## src/rtl/sa_pkg.sv

```systemverilog
// Shared types and defaults for the systolic-array edge feeder.
package sa_pkg;

  localparam int SA_DATA_SIZE = 32;
  localparam int SA_NUM_LANES = 4;
  localparam int SA_SLOT_OVH  = 2;
  localparam int SA_SLOT_W    = SA_DATA_SIZE + SA_SLOT_OVH;

  typedef enum logic [1:0] {SA_IDLE, SA_STREAM, SA_DRAIN} sa_feed_state_e;

  typedef struct packed {
    logic                    valid;
    logic                    last;
    logic [SA_DATA_SIZE-1:0] data;
  } sa_slot_t;

endpackage

```

## src/rtl/sa_delay_line.sv

```systemverilog
// Enable-gated shift chain of DEPTH registers; o_flag_any reports whether any
// stage has bit FLAG_BIT set (used as a per-lane occupancy flag).
module sa_delay_line #(
  parameter int WIDTH    = 1,
  parameter int DEPTH    = 1,
  parameter int FLAG_BIT = WIDTH - 1
) (
  input  logic             i_clk,
  input  logic             i_rst_n,
  input  logic             i_enable,
  input  logic [WIDTH-1:0] i_d,
  output logic [WIDTH-1:0] o_q,
  output logic             o_flag_any
);

  logic [WIDTH-1:0] r_stage [DEPTH];

  always_ff @(posedge i_clk or negedge i_rst_n) begin
    if (!i_rst_n) begin
      for (int s = 0; s < DEPTH; s++) r_stage[s] <= '0;
    end else if (i_enable) begin
      r_stage[0] <= i_d;
      for (int s = 1; s < DEPTH; s++) r_stage[s] <= r_stage[s-1];
    end
  end

  always_comb begin
    o_flag_any = 1'b0;
    for (int s = 0; s < DEPTH; s++) o_flag_any = o_flag_any | r_stage[s][FLAG_BIT];
  end

  assign o_q = r_stage[DEPTH-1];

endmodule

```

## src/rtl/sa_input_skewer.sv

```systemverilog
// Diagonal skew feeder: lane i delays each accepted row by i+1 advance cycles and
// drains with bubbles after a tile's last beat so tiles never overlap on the diagonal.
module sa_input_skewer
  import sa_pkg::*;
#(
  parameter int DATA_SIZE = SA_DATA_SIZE,
  parameter int NUM_LANES = SA_NUM_LANES
) (
  input  logic                           i_clk,
  input  logic                           i_rst_n,
  input  logic                           i_enable,
  input  logic                           i_in_valid,
  output logic                           o_in_ready,
  input  logic                           i_in_last,
  input  logic [NUM_LANES*DATA_SIZE-1:0] i_in_data,
  output logic [NUM_LANES-1:0]           o_out_valid,
  output logic [NUM_LANES*DATA_SIZE-1:0] o_out_data,
  output logic                           o_out_last,
  output logic                           o_busy
);

  localparam int SLOT_W = DATA_SIZE + SA_SLOT_OVH;
  localparam int CNT_W  = $clog2(NUM_LANES) + 1;
  localparam logic [CNT_W-1:0] DRAIN_LOAD = CNT_W'(NUM_LANES - 1);

  typedef struct packed {
    logic                 valid;
    logic                 last;
    logic [DATA_SIZE-1:0] data;
  } slot_t;

  sa_feed_state_e         r_state;
  logic [CNT_W-1:0]       r_drain_cnt;
  logic                   w_accept;
  logic                   w_tail_last;
  logic [NUM_LANES-1:0]   w_lane_busy;

  assign o_in_ready = i_enable && (r_state != SA_DRAIN);
  assign w_accept   = i_in_valid && o_in_ready;

  // IDLE: no tile open | STREAM: tile open, gaps allowed | DRAIN: bubbles until last beat clears
  always_ff @(posedge i_clk or negedge i_rst_n) begin
    if (!i_rst_n) begin
      r_state     <= SA_IDLE;
      r_drain_cnt <= '0;
    end else if (i_enable) begin
      case (r_state)
        SA_IDLE, SA_STREAM: begin
          if (w_accept) begin
            if (!i_in_last) begin
              r_state <= SA_STREAM;
            end else if (NUM_LANES == 1) begin
              r_state <= SA_IDLE;
            end else begin
              r_state     <= SA_DRAIN;
              r_drain_cnt <= DRAIN_LOAD;
            end
          end
        end
        SA_DRAIN: begin
          if (r_drain_cnt <= CNT_W'(1)) begin
            r_state     <= SA_IDLE;
            r_drain_cnt <= '0;
          end else begin
            r_drain_cnt <= r_drain_cnt - CNT_W'(1);
          end
        end
        default: begin
          r_state     <= SA_IDLE;
          r_drain_cnt <= '0;
        end
      endcase
    end
  end

  for (genvar g = 0; g < NUM_LANES; g++) begin : g_lane
    slot_t w_in_slot;
    slot_t w_out_slot;
    logic  w_occupied;

    always_comb begin
      w_in_slot = '0;
      if (w_accept) begin
        w_in_slot.valid = 1'b1;
        w_in_slot.last  = i_in_last;
        w_in_slot.data  = i_in_data[g*DATA_SIZE +: DATA_SIZE];
      end
    end

    sa_delay_line #(
      .WIDTH    (SLOT_W),
      .DEPTH    (g + 1),
      .FLAG_BIT (SLOT_W - 1)
    ) u_delay (
      .i_clk      (i_clk),
      .i_rst_n    (i_rst_n),
      .i_enable   (i_enable),
      .i_d        (w_in_slot),
      .o_q        (w_out_slot),
      .o_flag_any (w_occupied)
    );

    assign w_lane_busy[g]                          = w_occupied;
    assign o_out_valid[g]                          = w_out_slot.valid;
    assign o_out_data[g*DATA_SIZE +: DATA_SIZE]    = w_out_slot.data;

    // Only the longest lane reports the tile boundary.
    if (g == NUM_LANES - 1) begin : g_tail
      assign w_tail_last = w_out_slot.valid & w_out_slot.last;
    end else begin : g_body
      logic w_unused_last;
      assign w_unused_last = w_out_slot.last;
    end
  end

  assign o_out_last = w_tail_last;
  assign o_busy     = (|w_lane_busy) || (r_state != SA_IDLE);

endmodule

```

## config.mk

```make
export PLATFORM = sky130hd
export DESIGN_NAME = sa_input_skewer
export DESIGN_NICKNAME = d
export VERILOG_FILES = /design/src/rtl/sa_pkg.sv /design/src/rtl/sa_delay_line.sv /design/src/rtl/sa_input_skewer.sv
export SDC_FILE = /design/constraint.sdc
export NUM_CORES = 1
export LEC_CHECK = 0
export ABC_AREA = 1
export ABC_CLOCK_PERIOD_IN_PS = 2200
export CAP_MARGIN = 20
export CORE_ASPECT_RATIO = 0.8
export CORE_MARGIN = 2
export CORE_UTILIZATION = 45
export CTS_CLUSTER_DIAMETER = 150
export DETAILED_ROUTE_END_ITERATION = 10
export PLACE_DENSITY = 0.7
export SLEW_MARGIN = 20
export SYNTH_ARGS = -nofsm -noshare
export SYNTH_HDL_FRONTEND = slang
export SYNTH_HIERARCHICAL = 1
export SYNTH_SLANG_ARGS = --single-unit
export TNS_END_PERCENT = 100
```

## constraint.sdc

```tcl
create_clock -name i_clk -period 2.2 [get_ports i_clk]
set_clock_uncertainty 0.2 [all_clocks]
set_input_delay 0.55 -clock i_clk [delete_from_list [all_inputs] [get_ports i_clk]]
set_output_delay 0.55 -clock i_clk [all_outputs]
set_load 0.03 [all_outputs]
```

Word-level counts from Yosys, hierarchy flattened:

Cells that the tools add are included.

* output and inout bits: 135
* flip-flop bits (word level): 345
* input port bits: 133
* logic and storage cells: 48

* $lt $le $gt $ge: 1
* add/subtract/negate cells: 1
* mux-type cells: 12
* reductions and logical operators: 9
* bitwise logic cells: 7
* equality and inequality tests: 6

Operators with widths (number)
* 34-bit two-way mux: 4
* 3-bit two-way mux: 3
* 2-bit inequality test (second input constant): 4
* 2-bit two-way mux: 3
* 1-bit bitwise OR: 6
* 3-bit one-hot mux with 2 select lines: 1
* 3-bit AND reduction: 2
* 2-bit one-hot mux with 2 select lines: 1
* 4-bit OR reduction: 1
* 3-bit by 1-bit less-or-equal comparator with 1-bit output (second input constant): 1
* 3-bit by 1-bit subtractor with 3-bit output (second input constant): 1
* 2-bit by 1-bit == test with 1-bit output (second input constant): 1
* 2-bit == test (second input constant): 1
* 1-bit logical AND: 2
* 2-bit logical NOT: 1
* 2-bit nonzero test: 1
* 2-bit OR reduction: 1
* 1-bit bitwise AND: 1
* 1-bit logical OR: 1

Logic depth before layout (Yosys ltp):

Gate-level depths: netlist (run 1).

* word-level depth: 5
* gate-level depth with buffers: 9
* mapped depth without buffers: 7

Hierarchy:

The synthesis (run 1) kept the hierarchy.

Modules (own cells, without submodules)
* sa_delay_line at g_lane[3].u_delay: area an instance 5372.7 um^2, cells each 611, times used 1, seq. area each 3403.3 um^2
* sa_delay_line at g_lane[2].u_delay: area an instance 4076.4 um^2, cells each 468, times used 1, seq. area each 2552.4 um^2
* sa_delay_line at g_lane[1].u_delay: area an instance 2871.5 um^2, cells each 323, times used 1, seq. area each 1701.6 um^2
* sa_input_skewer: area an instance 1443.9 um^2, cells each 329, times used 1, seq. area each 125.1 um^2
* sa_delay_line at g_lane[0].u_delay: area an instance 1352.5 um^2, cells each 145, times used 1, seq. area each 850.8 um^2

Worst setup path after synthesis (run 1):

No wires, ideal clock.

* kind: register to output
* start point: register g_lane[1].u_delay.r_stage (netlist bit g_lane[1].u_delay/o_q[33])
* end point: output port o_busy
* slack: 318 ps
* cell stages (with the launch flop): 4
* required time: 1450 ps
* data arrival time: 1132 ps
* path buffers: 0
* path through: dfrtp_1 -> or2_2 -> nor4_1 -> nand2_1

* cells in the longest elaborated chain, start to end: 3

Ends and longest elaborated chain
* from (decl): RTL line sa_delay_line.sv:16 `logic [WIDTH-1:0] r_stage [DEPTH];`
* 1-bit bitwise OR: RTL line sa_delay_line.sv:29 `for (int s = 0; s < DEPTH; s++) o_flag_any = o_flag_any | r_stage[s][FLAG_BIT];`
* via g_lane[1].w_occupied: RTL line sa_input_skewer.sv:79 `logic w_occupied;`
* 4-bit OR reduction: RTL line sa_input_skewer.sv:117 `assign o_busy = (|w_lane_busy) || (r_state != SA_IDLE);`
* 1-bit logical OR: RTL line sa_input_skewer.sv:117
* to (decl): RTL line sa_input_skewer.sv:19 `output logic o_busy`

The timed path passes the listed nets, and every way through them passes these cells.

Worst setup path after layout (run 1):

* start point: register g_lane[2].u_delay/r_stage[67] (netlist name)
* end point: output port o_busy

* cells in the longest elaborated chain, start to end: 4

Ends and longest elaborated chain (RTL line)
* from (decl): sa_delay_line.sv:16
* 1-bit bitwise OR (2 in a row): sa_delay_line.sv:29
* via g_lane[2].w_occupied: sa_input_skewer.sv:79
* 4-bit OR reduction: sa_input_skewer.sv:117
* 1-bit logical OR: sa_input_skewer.sv:117

The timed path passes the listed nets, and every way through them passes these cells.

==> results of run 1 <==
## registers in the layout, indices dropped and copies added, names as in the netlist
name,cells
g_lane.u_delay/r_stage,201
r_drain_cnt,3
g_lane.u_delay/o_q,133
r_state,2
## layout by cell type, fill, tap and decap left out, types with 3 or more instances in the layout
cell type,count
clkbuf_1,10
buf_12,14
nand4_1,3
inv_1,139
dfrtp_1,338
nand3_1,5
clkbuf_16,37
clkbuf_8,3
nor2_1,135
nand2_1,1006
nand2_2,20
buf_4,13
clkinv_2,4
clkdlybuf4s50_1,130
bufinv_16,5
dlygate4sd2_1,131
clkinvlp_4,3
## final timing paths
| check | startpoint | end | slack [ns] | cells after the start |
|---|---|---|---|---|
| worst max-delay path | g_lane[2].u_delay/r_stage[67] | o_busy | -0.16 | 5 |
| worst min-delay path | i_enable | g_lane[3].u_delay/r_stage[68] | 0.14 | 3 |
| min in group asynchronous | i_rst_n | g_lane[3].u_delay/r_stage[119] | 0.36 | 2 |
| worst max register to register | r_state[1] | g_lane[0].u_delay/o_q[20] | 0.57 | 8 |
| max in group asynchronous | i_rst_n | g_lane[2].u_delay/r_stage[53] | 0.76 | 3 |
| worst min register to register | g_lane[1].u_delay/o_q[21] | g_lane[1].u_delay/o_q[21] | 0.26 | 2 |
## worst reg2reg max path, cell delays in order, from the launching register on
cell	delay, ns
dfrtp_2	0.44
inv_2	0.11
nor2_4	0.06
nor2_4	0.13
nand2_4	0.11
buf_12	0.19
nor2_1	0.18
nand2_1	0.07
nand2_1	0.09
## repair_timing
action | in CTS | in global routing
setup endpoints to repair | 135 | 3
buffers inserted | 0 | 2
endpoints found under the hold margin | 36 | 0
hold buffers | 1 | 0
pin swaps | 1 | 1
resized for setup | 139 | 5
## area by class of cell
type                            instances  area share, %
Tap cell                              427           2.93
Clock buffer                           50           5.50
Clock inverter                         14           1.15
Sequential cell                       339           46.5
Timing Repair Buffer                  295           15.9
Multi-Input combinational cell       1179           25.0
Antenna cell                            2         0.0274
Inverter                              144           3.03
## metal layers
metal / global-route usage [%] / vias to the layer above / wire length, um
li1: - / 5605 / -
met1: 23.3 / 5207 / 13500
met2: 30.8 / 238 / 14900
met3: 5.56 / 53 / 2270
met4: 5.62 / 4 / 739
met5: 0 / - / 27
## power breakdown
part           switching, W  leakage [nW]  total [W]  internal, W
clock               0.00241         0.585    0.00621      0.00380
combinational       0.00189          5.71    0.00295      0.00106
sequential         0.000426          4.63    0.00738      0.00696
## stage by stage
step | area, um^2 | instances
CTS | 18200 | 2446
global route | 18300 | 2449
floorplan | 14900 | 1850
detailed placement | 17100 | 2381
finish | 18300 | 2450
global placement | 17100 | 2381
==> flow_summary.toml, run 1 <==
[run_status]
status = "finished, violations left"
failed_checks = "negative setup slack"

[power_and_ir_drop]
p_per_area_nw_per_um2 = 906
ir_drop_uv = 603
finalPower_w = 0.0165
power_leakage_nw = 10.9

[setup_path]
slowest_stage = "dfrtp_1"
cp-start-kind = "flip-flop"
arrival_ns = 1.61
crit_chain = "nor2_1, nand2_1, nor4_4, nand2_1, buf_6"
required_ns = 1.45
cp.buffers_inverters = 1
crit_family = "simple AND/OR/NAND/NOR gates"
crit_top_cell = "nand2_1"
worst_path_largest_cell_delay_ns = 0.39
crit_path_end_kind = "output pin"
worstSetupPathType = "reg -> out"
cp_max_fo = 3

[finish]
fillers = 3009
nets = 2131
fin_util_pct = 56.1
area_growth_pct = 22.6
multi_input_area_um2 = 4560
drive_above_1_share_pct = 5.89
ff_latch_area_um2 = 8480

[route]
vias = 11100
dr.pass1.iters = 6
ant_nets = 0
post_drt_wl_per_cell_um = 12.8
viasPerCell = 4.53
drcViolationCount = 0
dr.first_iter.drc_count = 564
totalWireLength_um = 31500

[synthesis]
synth_area_um2 = 14900
yosysWarnings = 6
syn-num-nets = 1985
syn_avg_cell_area_um2 = 8.05
synth_cells = 1850

[clock_network]
htree_levels = 2
clk_latency_ns = 0.51
cts_sinks = 339
cts_buffers = 37
path_clk_slew_ns = 0.06
cts_buffer_depth = 3
root_buffer = "clkbuf_16"
cts_tree = "yes"

[timing]
slew_violations = 0
max_slew.worst_pin.slew_ns = 0.695
setup_violations = 2
holdWs_ns = 0.144
hold_viol = 0
finalCritPeriodShare_pct = 107
rsz0062_at_grt = "yes"
fin_crit_ns = 2.36
fin_ws_ns = -0.164
fmax_mhz = 423
tns_ns = -0.200
max_slew_margin_pct = 53.6

[floorplan]
start_util_pct = 45.7
placementRows = 59
core-area_um2 = 32600
die_h_um = 167
die_w_um = 207
die_area_um2 = 34600
ioPinCount = 268

[placement]
port_buffers = 267
dp_hpwl_um = 20600
place_ws_ns = 0.0687
gp_congestion = 0.802

[global_route]
grt_overflow = 0
grt_pass1_vias = 10900
grt_max_degree = 139
track_usage_pct = 18.5
antenna_found_initial = 4
grt_pass1_wl_um = 53400

[worst_hold_path]
min_path_type = "in -> reg"

[run]
maxCapViolCount = 0
Power figures use the tool's default switching activity.
==> run 2, diff against run 1 <==
Settings changed: CELL_PAD_IN_SITES_DETAIL_PLACEMENT set to 1, CELL_PAD_IN_SITES_GLOBAL_PLACEMENT set to 2, CORE_UTILIZATION 45 to 34, PLACE_DENSITY 0.7 to unset, PLACE_DENSITY_LB_ADDON set to 0.1, SYNTH_HIERARCHICAL 1 to unset.
==> run 2 against run 1 <==
The run now ends clean. Cell count fell by 12%. First-iteration DRC count rose by 5.1%. Area after synthesis fell by 9.1%. Critical path type unchanged. Largest cell class unchanged.
==> flow_summary.toml, run 2 <==
[clock_network]
cts_sinks = 333
htree_levels = 2
root_buffer = "clkbuf_16"
cts_buffers = 37
clk_latency_ns = 0.53
cts_tree = "yes"
path_clk_slew_ns = 0.06
cts_buffer_depth = 3

[global_route]
antenna_found_initial = 6
grt_pass1_wl_um = 53400
track_usage_pct = 16.2
grt_pass1_vias = 9781
grt_overflow = 0
grt_max_degree = 154

[route]
drcViolationCount = 0
wl_met2_um = 14900
viasPerCell = 4.33
vias = 9386
dr.first_iter.drc_count = 593
totalWireLength_um = 33100
drt-met1-wl_um = 14900
post_drt_wl_per_cell_um = 15.3
ant_nets = 0
met3WireLength_um = 2630
top_layer = "met5"
dr.pass1.iters = 6

[setup_path]
cp-start-kind = "flip-flop"
r2r_end = "g_lane[1].u_delay.r_stage[61]"
slowest_stage = "dfrtp_1"
crit_family = "flip-flops"
cp.buffers_inverters = 1
crit_path_end_kind = "output pin"
reg2reg_slack_ns = 0.52
timing.rr.start = "r_state[1]"
worstSetupPathType = "reg -> out"
reg2reg_depth = 9
worst_path_largest_cell_delay_ns = 0.40
crit_chain = "nor3_1, nand3_1, buf_2"
arrival_ns = 1.44
required_ns = 1.45
cp_max_fo = 4

[synthesis]
synth_cells = 1479
yosysWarnings = 0
yosysSeqAreaShare_pct = 61.6
syn_avg_cell_area_um2 = 9.15
synth_area_um2 = 13500
synth_top_cell_area_share_pct = 61.6
synth_top_family_by_area = "simple AND/OR/NAND/NOR gates"
syn-num-nets = 1614
ys_seq_elements = 333
synth_edf_count = 0
synthArstFlopShare_pct = 100
synth-simple-area-share_pct = 18.3
ys_types = 20
synthFlopType = "dfrtp_1"
synth_fa_ha_area_share_pct = 0.185
yosysTopAreaCell = "dfrtp_1"
synth_mux_area_share_pct = 0
synth_xor_area_share_pct = 0.0647
synth_common_cells = "nand2_1 (633), dfrtp_1 (333), o21ai_0 (185), buf_4 (132), inv_1 (100)"
synth.most_common_cell = "nand2_1"
synth_compound_area_share_pct = 6.88
synth_area_leaders = "dfrtp_1 (62%), nand2_1 (18%), buf_4 (7.3%)"

[worst_hold_path]
min_path_type = "in -> async"

[timing]
finalCritPeriodShare_pct = 99.6
setup_violations = 0
rsz0062_at_grt = "yes"
fin_crit_ns = 2.19
max_slew.worst_pin.slew_ns = 0.760
slew_violations = 0
tns_ns = 0
max_slew_margin_pct = 49.3
hold_viol = 0
fmax_mhz = 456

[placement]
gp_congestion = 0.731
dp_hpwl_um = 21000
port_buffers = 267

[finish]
nets = 1739
area_growth_pct = 24.9
drive_above_1_share_pct = 5.53
regMostFlops = "g_lane.u_delay.r_stage"
layout_common_cells = "nand2_1 (633), dfrtp_1 (333), o21ai_0 (185)"
fin_util_pct = 42.9
largest_register_ffs = 194
layout_commonest_cell = "nand2_1"

[floorplan]
die_area_um2 = 41400
placementRows = 65
ioPinCount = 268
start_util_pct = 34.4
die_w_um = 227
core-area_um2 = 39400
die_h_um = 182

[power_and_ir_drop]
ir_drop_uv = 542
finalPower_w = 0.0169
power_leakage_nw = 8.67
p_per_area_nw_per_um2 = 999

[run]
maxCapViolCount = 0

[run_status]
status = "finished clean"
run 2: area by class of cell:
| cell class | instances | area (um^2) |
|---|---|---|
| fill | 4570 | 22500 |
| tap | 536 | 671 |
| timing repair buffer | 291 | 2840 |
| clock buffer | 57 | 1160 |
| clock inverter | 5 | 53.8 |
| antenna | 4 | 10.0 |
| inverter | 102 | 395 |
| multi-input combinational | 839 | 3440 |
| sequential | 333 | 8330 |
run 2: kinds of logic after synthesis:
kind of cell,Yosys count
xor+xnor,1
buf+inv,307
compound gates,186
simple gates,650
fa+ha+maj,2
flops,333
run 2: how the worst max path moves through the flow:
stage                                    from                             to  slack (ns)  depth (start not counted)
6_report            g_lane[1].u_delay.o_q[33]                         o_busy       0.009                          3
5_1_grt             g_lane[1].u_delay.o_q[33]                         o_busy       -0.05                          3
4_1_cts        g_lane[3].u_delay.r_stage[135]                         o_busy       -0.09                          3
3_5_place_dp                       i_in_valid  g_lane[1].u_delay.r_stage[45]        0.11                          6
3_3_place_gp                       i_in_valid  g_lane[2].u_delay.r_stage[80]        0.14                          6
2_1_floorplan                        i_enable       g_lane[0].u_delay.o_q[0]        0.42                          9
run 2: metal layers:
layer | up-vias | track usage [%]
li1 | 4643 | -
met1 | 4498 | 21.5
met2 | 186 | 24.9
met3 | 53 | 6.13
met4 | 6 | 4.16
met5 | - | 0
run 2: stage by stage:
stage / hold WS (ns) / worst slack (ns) / instance area, um^2 / std cells
2_1_floorplan: 0.0544 / 0.421 / 13500 / 1479
4_1_cts: 0.224 / -0.0912 / 16900 / 2161
3_5_place_dp: 0.213 / 0.114 / 15800 / 2097
6_report: 0.255 / 0.00910 / 16900 / 2167
5_1_grt: 0.236 / -0.0511 / 16900 / 2164
3_3_place_gp: 0.215 / 0.138 / 15800 / 2097
run 2: power breakdown:
part | internal, W | leakage (nW) | total [W] | switching (W)
clock | 0.00374 | 0.604 | 0.00620 | 0.00246
sequential | 0.00706 | 4.40 | 0.00750 | 0.000445
combinational | 0.00111 | 3.66 | 0.00318 | 0.00208
total | 0.0119 | 8.67 | 0.0169 | 0.00498
run 2: timing repair:
action                                 CTS  global route
hold buffers                             1             0
setup buffers                            1             2
resized for setup                      141             4
setup endpoints to repair              135             4
endpoints found under the hold margin  204             0
pin swaps                                1             1
==> run 3, diff against run 2 <==
Settings changed: ABC_AREA 1 to 0, CORE_UTILIZATION 34 to 39, CTS_CLUSTER_DIAMETER 150 to unset, PLACE_DENSITY_LB_ADDON 0.1 to 0.08.
==> run 3 against run 2 <==
Clock-buffer cell count down 4. Non-clock buffer count up 15. Flip-flop and latch count unchanged. Synthesized cell count down 41%. Hold slack worse by 0.027 ns. Utilization up 6.8 points. Register-to-register slack worse by 0.06 ns. Total power up 5.4%. Critical path depth unchanged.
==> flow_summary.toml, run 3 <==
[run_status]
status = "finished clean"

[finish]
layout_common_cells = "dfrtp_1 (333), mux2_2 (198), clkdlybuf4s50_1 (130), dlygate4sd2_1 (130), a22o_1 (129)"
area_growth_pct = 25.8
drive_above_1_share_pct = 28.6
fin_area_um2 = 16700
fillers = 3273
nets = 1174
largest_register_ffs = 194
finalNonFillerCells = 1497
layout_commonest_cell = "dfrtp_1"
regMostFlops = "g_lane.u_delay.r_stage"

[route]
ant_nets = 0
post_drt_wl_per_cell_um = 19.3
totalWireLength_um = 28900
dr.first_iter.drc_count = 433
dr.pass1.iters = 6
drcViolationCount = 0
viasPerCell = 4.92
vias = 7359

[setup_path]
required_ns = 1.45
worstSetupPathType = "reg -> out"
cp-start-kind = "flip-flop"
worst_path_largest_cell_delay_ns = 0.39
slowest_stage = "dfrtp_1"
crit_chain = "nor4_2, nand2_1, buf_2"
timing.rr.start = "r_state[1]"
cp_max_fo = 2
startpoint = "g_lane[1].u_delay.o_q[33]"
arrival_ns = 1.43
crit_path_end_kind = "output pin"

[placement]
dp_cells = 1432
place_ws_ns = 0.0509
gp_congestion = 0.726
dp_hpwl_um = 19500
port_buffers = 267
place_area_um2 = 15600

[synthesis]
synth_top_cell_area_share_pct = 62.8
synth_area_leaders = "dfrtp_1 (63%), mux2_2 (17%), a22o_1 (8.5%)"
synth.most_common_cell = "dfrtp_1"
ys_types = 27
synth_area_um2 = 13300
synthArstFlopShare_pct = 100
yosysSeqAreaShare_pct = 62.8
synth_top_family_by_area = "multiplexers"
synthFlopType = "dfrtp_1"
yosysTopAreaCell = "dfrtp_1"
synth_cells = 878
synth_compound_area_share_pct = 9.31
synth_xor_area_share_pct = 0
synth_fa_ha_area_share_pct = 0.189
ys_seq_elements = 333
synth_edf_count = 0
syn-num-nets = 1013
synth-simple-area-share_pct = 0.623
synth_mux_area_share_pct = 16.8
syn_avg_cell_area_um2 = 15.1
synth_common_cells = "dfrtp_1 (333), mux2_2 (198), buf_4 (148), a22o_1 (129), buf_2 (13)"
yosysWarnings = 0

[power_and_ir_drop]
p_per_area_nw_per_um2 = 1070
power_leakage_nw = 8.44
ir_drop_uv = 429

[global_route]
track_usage_pct = 16.7
grt_max_degree = 84
grt_pass1_vias = 8066
antenna_found_initial = 0
grt_pass1_wl_um = 46500
grt_overflow = 0

[timing]
fin_ws_ns = 0.0164
max_slew_margin_pct = 67.4
tns_ns = 0
finalCritPeriodShare_pct = 99.3
slew_violations = 0
fmax_mhz = 458
max_slew.worst_pin.slew_ns = 0.489
hold_viol = 0
rsz0062_at_grt = "yes"
fin_crit_ns = 2.18
setup_violations = 0

[clock_network]
cts_sinks = 333
htree_levels = 2
root_buffer = "clkbuf_16"
clk_latency_ns = 0.51
cts_buffers = 37
cts_buffer_depth = 3
cts_tree = "yes"
path_clk_slew_ns = 0.06

[floorplan]
core-area_um2 = 33600
ioPinCount = 268
start_util_pct = 39.5
die_h_um = 169
die_area_um2 = 35500
die_w_um = 210
placementRows = 60

[worst_hold_path]
min_path_type = "in -> reg"
hp-start = "i_enable"

[run]
maxCapViolCount = 0
-- run 3: cell families after synthesis --
group / count (synthesis)
DFF: 333
buffers and inverters: 188
AOI/OAI and AO/OA: 144
adders and majority gates: 2
muxes: 198
and+or+nand+nor: 13
-- run 3: worst paths after layout --
check                           cells after the start  slack, ns                       endpoint
worst min register to register                      1       0.30      g_lane[2].u_delay.o_q[24]
worst max-delay path                                3       0.02                         o_busy
worst max register to register                      7       0.46  g_lane[1].u_delay.r_stage[57]
worst min-delay path                                2       0.23      g_lane[1].u_delay.o_q[20]
min in group asynchronous                           2       0.30      g_lane[1].u_delay.o_q[24]
max in group asynchronous                           4       0.75      g_lane[3].u_delay.o_q[16]
-- run 3: through the flow --
| step | util [%] | hold slack (ns) | power, W |
|---|---|---|---|
| global route | 49.7 | 0.224 | 0.0187 |
| CTS | 49.7 | 0.210 | 0.0181 |
| floorplan | - | 0.0544 | 0.0109 |
| finish | 49.7 | 0.228 | 0.0178 |
| global placement | 46.6 | 0.253 | 0.0122 |
| detailed placement | 46.6 | 0.265 | 0.0123 |
-- run 3: worst max-delay path, delay by kind of cell (launching register included) --
kind          cells  cell delay (ns)
buf+inv           1             0.18
simple gates      2             0.35
flops             1             0.39
-- run 3: where the power goes --
part           internal, W  switching [W]  leakage (nW)  total [W]
Combinational      0.00178        0.00209          3.38    0.00388
Clock              0.00365        0.00239         0.598    0.00604
Sequential         0.00726       0.000626          4.47    0.00788
Total               0.0127        0.00511          8.44     0.0178
-- run 3: routing by layer --
metal / GRT usage (%) / share of wire (%)
met1: 23.1 / 47
met2: 26.3 / 46
met3: 4.25 / 5.8
met4: 4.29 / 1.7
met5: 0 / 0
-- run 3: area by class of cell --
class / count / area, um^2 / share of cell area, %
Clock inverter: 9 / 85.1 / 0.510
Multi-Input combinational cell: 357 / 3580 / 21.5
Timing Repair Buffer: 306 / 3010 / 18.0
Sequential cell: 333 / 8330 / 49.9
Inverter: 4 / 17.5 / 0.105
Antenna cell: 1 / 2.50 / 0.0150
Tap cell: 434 / 543 / 3.25
Clock buffer: 53 / 1120 / 6.70
-- run 3: timing repair --
item,CTS,global route
endpoints found under the hold margin,30,0
resized for setup,142,5
setup buffers,1,0
endpoints found under the setup margin,135,2
pin swaps,0,0
hold buffers,1,0
